<file path="config.mk">
export PLATFORM = sky130hd
export DESIGN_NAME = instr_fetch
export DESIGN_NICKNAME = d
export VERILOG_FILES = /design/src/rtl/mips_pkg.sv /design/src/rtl/next_pc_calc.sv /design/src/rtl/instr_fetch.sv
export SDC_FILE = /design/constraint.sdc
export NUM_CORES = 1
export LEC_CHECK = 0
export CAP_MARGIN = 20
export CORE_AREA = 5 5 132 134
export CTS_CLUSTER_DIAMETER = 50
export CTS_CLUSTER_SIZE = 12
export DETAILED_ROUTE_END_ITERATION = 16
export DIE_AREA = 0 0 137 139
export PLACE_DENSITY = 0.72
export SKIP_LAST_GASP = 1
export SLEW_MARGIN = 20
export SYNTH_ARGS = -nofsm -noshare
export SYNTH_HDL_FRONTEND = slang
export SYNTH_SLANG_ARGS = --single-unit
</file>
<file path="constraint.sdc">
create_clock -name clk -period 4.3 [get_ports clk]
set_clock_uncertainty 0.05 [all_clocks]
set_input_delay 0.86 -clock clk [delete_from_list [all_inputs] [get_ports clk]]
set_output_delay 0.86 -clock clk [all_outputs]
set_load 0.01 [all_outputs]
</file>
<file path="src/rtl/mips_pkg.sv">
// Shared definitions for the MIPS fetch front end: fetch state encoding,
// opcode constants and the branch-offset helper.
package mips_pkg;

   typedef enum logic [1:0] {
      FETCH   = 2'd0,
      DECODE  = 2'd1,
      EXECUTE = 2'd2,
      HALT    = 2'd3
   } fetch_state_t;

   localparam logic [5:0] OP_RTYPE = 6'b000000;
   localparam logic [5:0] OP_J     = 6'b000010;
   localparam logic [5:0] OP_BEQ   = 6'b000100;
   localparam logic [5:0] OP_ADDI  = 6'b001000;
   localparam logic [5:0] OP_LW    = 6'b100011;
   localparam logic [5:0] OP_SW    = 6'b101011;

   localparam logic [31:0] RESET_PC_DEFAULT = 32'h0000_0000;

   // Sign-extended, word-scaled branch displacement from an I-type instruction
   function automatic logic [31:0] branch_offset(input logic [31:0] instr);
      return {{14{instr[15]}}, instr[15:0], 2'b00};
   endfunction

endpackage

</file>
<file path="src/rtl/next_pc_calc.sv">
// Combinational next-PC selection: jump target, taken branch, or sequential.
module next_pc_calc
   import mips_pkg::*;
(
   input  logic [31:0] pc_plus4,
   input  logic [31:0] instr,
   input  logic        Jump,
   input  logic        Branch,
   input  logic        Zero,
   output logic [31:0] next_pc
);

   // Jump outranks a taken branch; all sums wrap modulo 2^32
   always_comb begin
      next_pc = pc_plus4;
      if (Jump) begin
         next_pc = {pc_plus4[31:28], instr[25:0], 2'b00};
      end else if (Branch && Zero) begin
         next_pc = pc_plus4 + branch_offset(instr);
      end
   end

endmodule

</file>
<file path="src/rtl/instr_fetch.sv">
// Instruction fetch stage: owns the PC, fetches over an imem req/ack
// handshake with a timeout fault, and sequences FETCH/DECODE/EXECUTE.
module instr_fetch
   import mips_pkg::*;
#(
   parameter logic [31:0] RESET_PC = RESET_PC_DEFAULT,
   parameter int unsigned TIMEOUT  = 16
) (
   input  logic        clk,
   input  logic        rst,
   output logic        imem_req,
   output logic [31:0] imem_addr,
   input  logic        imem_ack,
   input  logic [31:0] imem_rdata,
   input  logic        Jump,
   input  logic        Branch,
   input  logic        Zero,
   input  logic        stall,
   output logic [31:0] instr,
   output logic [5:0]  opCode,
   output logic        instr_valid,
   output logic [31:0] pc,
   output logic [31:0] pc_plus4,
   output logic        fetch_err
);

   localparam logic [15:0] CNT_LIMIT = 16'(TIMEOUT - 1);

   fetch_state_t state, state_next;
   logic [15:0]  wait_cnt;
   logic [31:0]  next_pc;

   assign imem_addr = pc;
   assign pc_plus4  = pc + 32'd4;
   assign opCode    = instr[31:26];

   next_pc_calc u_next_pc (
      .pc_plus4 (pc_plus4),
      .instr    (instr),
      .Jump     (Jump),
      .Branch   (Branch),
      .Zero     (Zero),
      .next_pc  (next_pc)
   );

   // State register
   always_ff @(posedge clk or negedge rst) begin
      if (!rst) begin
         state <= FETCH;
      end else begin
         state <= state_next;
      end
   end

   // Next-state and handshake outputs; the request is qualified by rst so it
   // drops as soon as reset asserts even though the reset state is FETCH
   always_comb begin
      state_next  = state;
      imem_req    = 1'b0;
      instr_valid = 1'b0;
      unique case (state)
         FETCH: begin
            imem_req = rst;
            if (imem_ack) begin
               state_next = DECODE;
            end else if (wait_cnt == CNT_LIMIT) begin
               state_next = HALT;
            end
         end
         DECODE: begin
            instr_valid = 1'b1;
            state_next  = EXECUTE;
         end
         EXECUTE: begin
            instr_valid = 1'b1;
            if (!stall) begin
               state_next = FETCH;
            end
         end
         HALT: begin
            state_next = HALT;
         end
         default: state_next = FETCH;
      endcase
   end

   // Instruction capture, wait counter and sticky timeout fault
   always_ff @(posedge clk or negedge rst) begin
      if (!rst) begin
         instr     <= '0;
         wait_cnt  <= '0;
         fetch_err <= 1'b0;
      end else if (state == FETCH) begin
         if (imem_ack) begin
            instr    <= imem_rdata;
            wait_cnt <= '0;
         end else if (wait_cnt == CNT_LIMIT) begin
            fetch_err <= 1'b1;
         end else begin
            wait_cnt <= wait_cnt + 16'd1;
         end
      end
   end

   // PC advances only when EXECUTE retires
   always_ff @(posedge clk or negedge rst) begin
      if (!rst) begin
         pc <= RESET_PC;
      end else if (state == EXECUTE && !stall) begin
         pc <= next_pc;
      end
   end

endmodule

</file>
==> flow_metrics.py <==
metrics = {
    "power": {
        "power.combinational.fraction_pct": 66.9,
        "report.power.total_mw": 6.87,
        "power_density_nw_per_um2": 828,
        "net-switching-power_mw": 3.11,
        "pwr-share-seq_pct": 22.1,
        "worst_vdd_ir_mv": 0.325,
        "power.leakage_nw": 3.54,
        "clockPowerShare_pct": 11.1,
        "netSwitchingFraction_pct": 45.2,
        "internal-power_mw": 3.76,
    },
    "synthesis": {
        "synth.area.mux_share_pct": 6.19,
        "post_synth_xor_area_fraction_pct": 7.48,
        "yosysUniqueCellTypes": 71,
        "synth_edf_count": 0,
        "yosysWarnings": 0,
        "synth_simple_gate_area_share_pct": 18.0,
        "combinational_family_with_the_most_area_after_synthesis": "compound AO/OA/AOI/OAI gates",
        "synthTopCellsByArea": "sky130_fd_sc_hd__dfrtp_1 (32%), sky130_fd_sc_hd__ha_1 (8.3%), sky130_fd_sc_hd__mux2_2 (5.7%), sky130_fd_sc_hd__o21ai_0 (5.5%), sky130_fd_sc_hd__buf_4 (5.0%)",
        "synth_flop_cell": "sky130_fd_sc_hd__dfrtp_1",
        "synth_compound_area_share_pct": 20.0,
        "synth_area_per_cell_um2": 8.66,
        "async_flop_share_pct": 100,
        "netlist_instances": 728,
        "netlist_area_um2": 6300,
        "post-synth-top-area-cell": "sky130_fd_sc_hd__dfrtp_1",
        "synth_top_area_share_pct": 32.2,
        "seq_area_frac_synth_pct": 32.2,
        "post_synth_fa_ha_maj_area_fraction_pct": 8.65,
        "synth_seq_cells": 81,
    },
    "global_routing": {
        "via_count_of_the_first_global_routing_pass": 5860,
        "maximum_number_of_pins_on_one_net_before_global_route_repair": 45,
        "grt-ovfl-total": 0,
        "grt_antenna_before_repair": 0,
        "grt_first_pass_wirelength_mm": 31.6,
        "grt_usage_pct": 20.8,
    },
    "critical_path": {
        "r2r_setup_slack_ns": 0.37,
        "worstPathMaxFanout": 8,
        "crit_chain": "and3_1 -> and4_1 -> nand2_2 -> nor2_4 -> nand3_2 -> or2_2 -> xnor2_1 -> clkdlybuf4s50_1",
        "timing.critical_path.arrival_ns": 3.24,
        "timing.critical_path.buf_inv": 1,
        "timing.setup.critical_path_class": "register to output port",
        "stage_delay_of_the_slowest_cell_on_the_critical_path_ns": 0.67,
        "cp_slowest_cell": "sky130_fd_sc_hd__clkdlybuf4s50_1",
        "family_of_cells_with_the_greatest_summed_delay_on_the_critical_path": "simple AND/OR/NAND/NOR gates",
        "worstPathRequired_ns": 3.39,
        "endpoint_class_of_the_critical_path": "output port",
        "startpoint_type": "register",
    },
    "cells_and_area": {
        "summed_area_of_non_filler_cells_in_the_final_layout_um2": 8300,
        "total_nets_final": 945,
        "antenna_cells_inserted": 0,
        "layout.cells.most_common_list": "sky130_fd_sc_hd__clkdlybuf4s50_1 (168), sky130_fd_sc_hd__nand2_1 (81), sky130_fd_sc_hd__dfrtp_1 (81)",
        "final_layout_size_suffix_gt1_share_pct": 9.91,
        "layout_overhead_on_the_synthesized_area_pct": 31.7,
        "layout.filler_cells": 1492,
        "most_common_cell_after_layout_fill_and_taps_aside": "sky130_fd_sc_hd__clkdlybuf4s50_1",
    },
    "timing": {
        "timing.hold.ws_ns": 0.440,
        "worst-slew-pin-transition_ns": 0.983,
        "layout_min_cycle_time_ns": 4.15,
        "timing.final.hold_violations": 0,
        "timing.final.crit_share_pct": 96.6,
        "slew_violations": 0,
        "timing.slew.headroom_pct": 34.0,
        "rsz0062_at_grt": "no",
        "setup_viol": 0,
        "worst_slack_ns": 0.145,
        "finalSetupTns_ns": 0,
        "max_freq_ghz": 0.241,
    },
    "route": {
        "antenna_violating_nets_post_route": 0,
        "dr.first_iter.drc_count": 348,
        "post_drt_wl_per_cell_um": 18.0,
        "route.final.wire_length_mm": 19.6,
        "drc_markers": 0,
        "vias_post_dr": 5950,
        "first_pass_iters": 5,
        "via_per_inst": 5.47,
    },
    "cts": {
        "cts-buffers-inserted": 9,
        "post-cts-setup-buffers": 0,
        "clock_insertion_delay_worst_skew_ns": 0.35,
        "clock_sinks": 81,
        "clk_path_buf_depth": 2,
        "ctsRootBufferMaster": "sky130_fd_sc_hd__clkbuf_16",
        "clk_pin_slew_ns": 0.07,
        "htree_levels": 3,
        "cts_tree": "yes",
    },
    "floorplan": {
        "effective_utilization_at_floorplan_pct": 39.0,
        "die_height_um": 139,
        "num_rows": 47,
        "fp.dieArea_um2": 19000,
        "placeableCoreArea_um2": 16200,
        "floorplan.io_pins": 176,
        "dieWidth_um": 137,
    },
    "run_status": {
        "status": "complete, no violations",
    },
    "run": {
        "drv.max_cap_violation_count": 0,
    },
    "place": {
        "routabilityCongestion": 1.01,
        "hpwlAfterDp_mm": 14.7,
        "placed_cell_area_um2": 8000,
        "port-buffer-count": 169,
        "detailedPlace.worstSlack_ns": 0.306,
    },
    "worst_hold_path": {
        "hold_class": "register to register",
    },
}
==> power groups by stage <==
stage          clock, mW  sequential (mW)  combinational (mW)
2_1_floorplan          0             1.54                2.77
3_3_place_gp           0             1.51                4.51
3_5_place_dp           0             1.53                4.54
4_1_cts            0.778             1.52                4.56
5_1_grt            0.812             1.58                5.01
6_report           0.761             1.52                4.59
==> flip-flops by register name, indices dropped and copies added (netlist names) <==
| signal | flops |
|---|---|
| state | 2 |
| instr | 32 |
| imem_addr | 30 |
| wait_cnt | 16 |
| fetch_err | 1 |
==> metrics by stage <==
step / utilization [%] / cells
6_report: 51.3 / 1088
2_1_floorplan: - / 733
3_5_place_dp: 49.5 / 1072
4_1_cts: 51.3 / 1088
3_3_place_gp: 49.5 / 1072
5_1_grt: 51.3 / 1088
==> per-layer routing <==
metal | vias to the layer above | global-route usage, % | share of wire (%)
met2 | 224 | 34.1 | 48
met3 | 32 | 5.19 | 7.4
met5 | - | 0 | 0
met1 | 2849 | 26.8 | 43
met4 | 0 | 6.57 | 1.9
li1 | 2845 | - | -
==> cells by family after synthesis <==
group           after synthesis
mux                          35
compound gates              203
buf+inv                      83
simple gates                229
xor+xnor                     53
flops                        81
fa+ha+maj                    43
other cells                   1
==> path summary, 6_finish.rpt <==
path | cells past startpoint | end | from
min | 1 | wait_cnt[15] | wait_cnt[15]
max in group asynchronous | 3 | wait_cnt[0] | rst
min reg2reg | 1 | wait_cnt[15] | wait_cnt[15]
max reg2reg | 15 | imem_addr[31] | imem_addr[3]
max | 8 | pc_plus4[25] | imem_addr[4]
min in group asynchronous | 2 | instr[18] | rst
==> synthesized netlist by cell type, types with 4 or more instances <==
cell type                  instances
sky130_fd_sc_hd__a211oi_1          4
sky130_fd_sc_hd__a21o_1           15
sky130_fd_sc_hd__a21oi_1          49
sky130_fd_sc_hd__a31oi_1           9
sky130_fd_sc_hd__and2_1            8
sky130_fd_sc_hd__and3_1           20
sky130_fd_sc_hd__buf_1             7
sky130_fd_sc_hd__buf_4            42
sky130_fd_sc_hd__clkbuf_1         17
sky130_fd_sc_hd__dfrtp_1          81
sky130_fd_sc_hd__ha_1             42
sky130_fd_sc_hd__inv_1            15
sky130_fd_sc_hd__mux2_2           32
sky130_fd_sc_hd__nand2_1          82
sky130_fd_sc_hd__nand2b_1          4
sky130_fd_sc_hd__nand3_1          19
sky130_fd_sc_hd__nand4_1          11
sky130_fd_sc_hd__nor2_1           45
sky130_fd_sc_hd__nor2b_1           7
sky130_fd_sc_hd__nor3_1            4
sky130_fd_sc_hd__nor4_1            6
sky130_fd_sc_hd__o211a_1           4
sky130_fd_sc_hd__o211ai_1          7
sky130_fd_sc_hd__o21a_1            4
sky130_fd_sc_hd__o21ai_0          69
sky130_fd_sc_hd__o22ai_1           4
sky130_fd_sc_hd__o31ai_1           5
sky130_fd_sc_hd__xnor2_1          32
sky130_fd_sc_hd__xor2_1           20
==> area by class of cell <==
cell class                      count  area [um2]  share of cell area, %
Tap cell                          220         275                   3.32
Clock buffer                       10         239                   2.88
Multi-Input combinational cell    569        3840                   46.2
Timing Repair Buffer              185        1810                   21.8
Clock inverter                      6        48.8                  0.588
Sequential cell                    81        2030                   24.4
Inverter                           17        63.8                  0.769
==> worst reg2reg max path: stages, from the launching register on <==
cell	delay (ns)
sky130_fd_sc_hd__dfrtp_1	0.45
sky130_fd_sc_hd__ha_2	0.28
sky130_fd_sc_hd__nand3_2	0.21
sky130_fd_sc_hd__nor3_4	0.30
sky130_fd_sc_hd__and2_4	0.23
sky130_fd_sc_hd__nand2_1	0.10
sky130_fd_sc_hd__or3_1	0.44
sky130_fd_sc_hd__xnor2_1	0.17
sky130_fd_sc_hd__ha_1	0.42
sky130_fd_sc_hd__nand3_1	0.12
sky130_fd_sc_hd__or3_1	0.37
sky130_fd_sc_hd__o21ai_0	0.11
sky130_fd_sc_hd__o21ai_0	0.11
sky130_fd_sc_hd__nand3b_1	0.12
sky130_fd_sc_hd__mux2i_1	0.23
sky130_fd_sc_hd__xnor2_1	0.14
==> timing repair <==
item,CTS,global route
hold buffers,0,0
setup endpoints to repair,0,3
resized for setup,0,3
(Power assumes the default switching activity.)
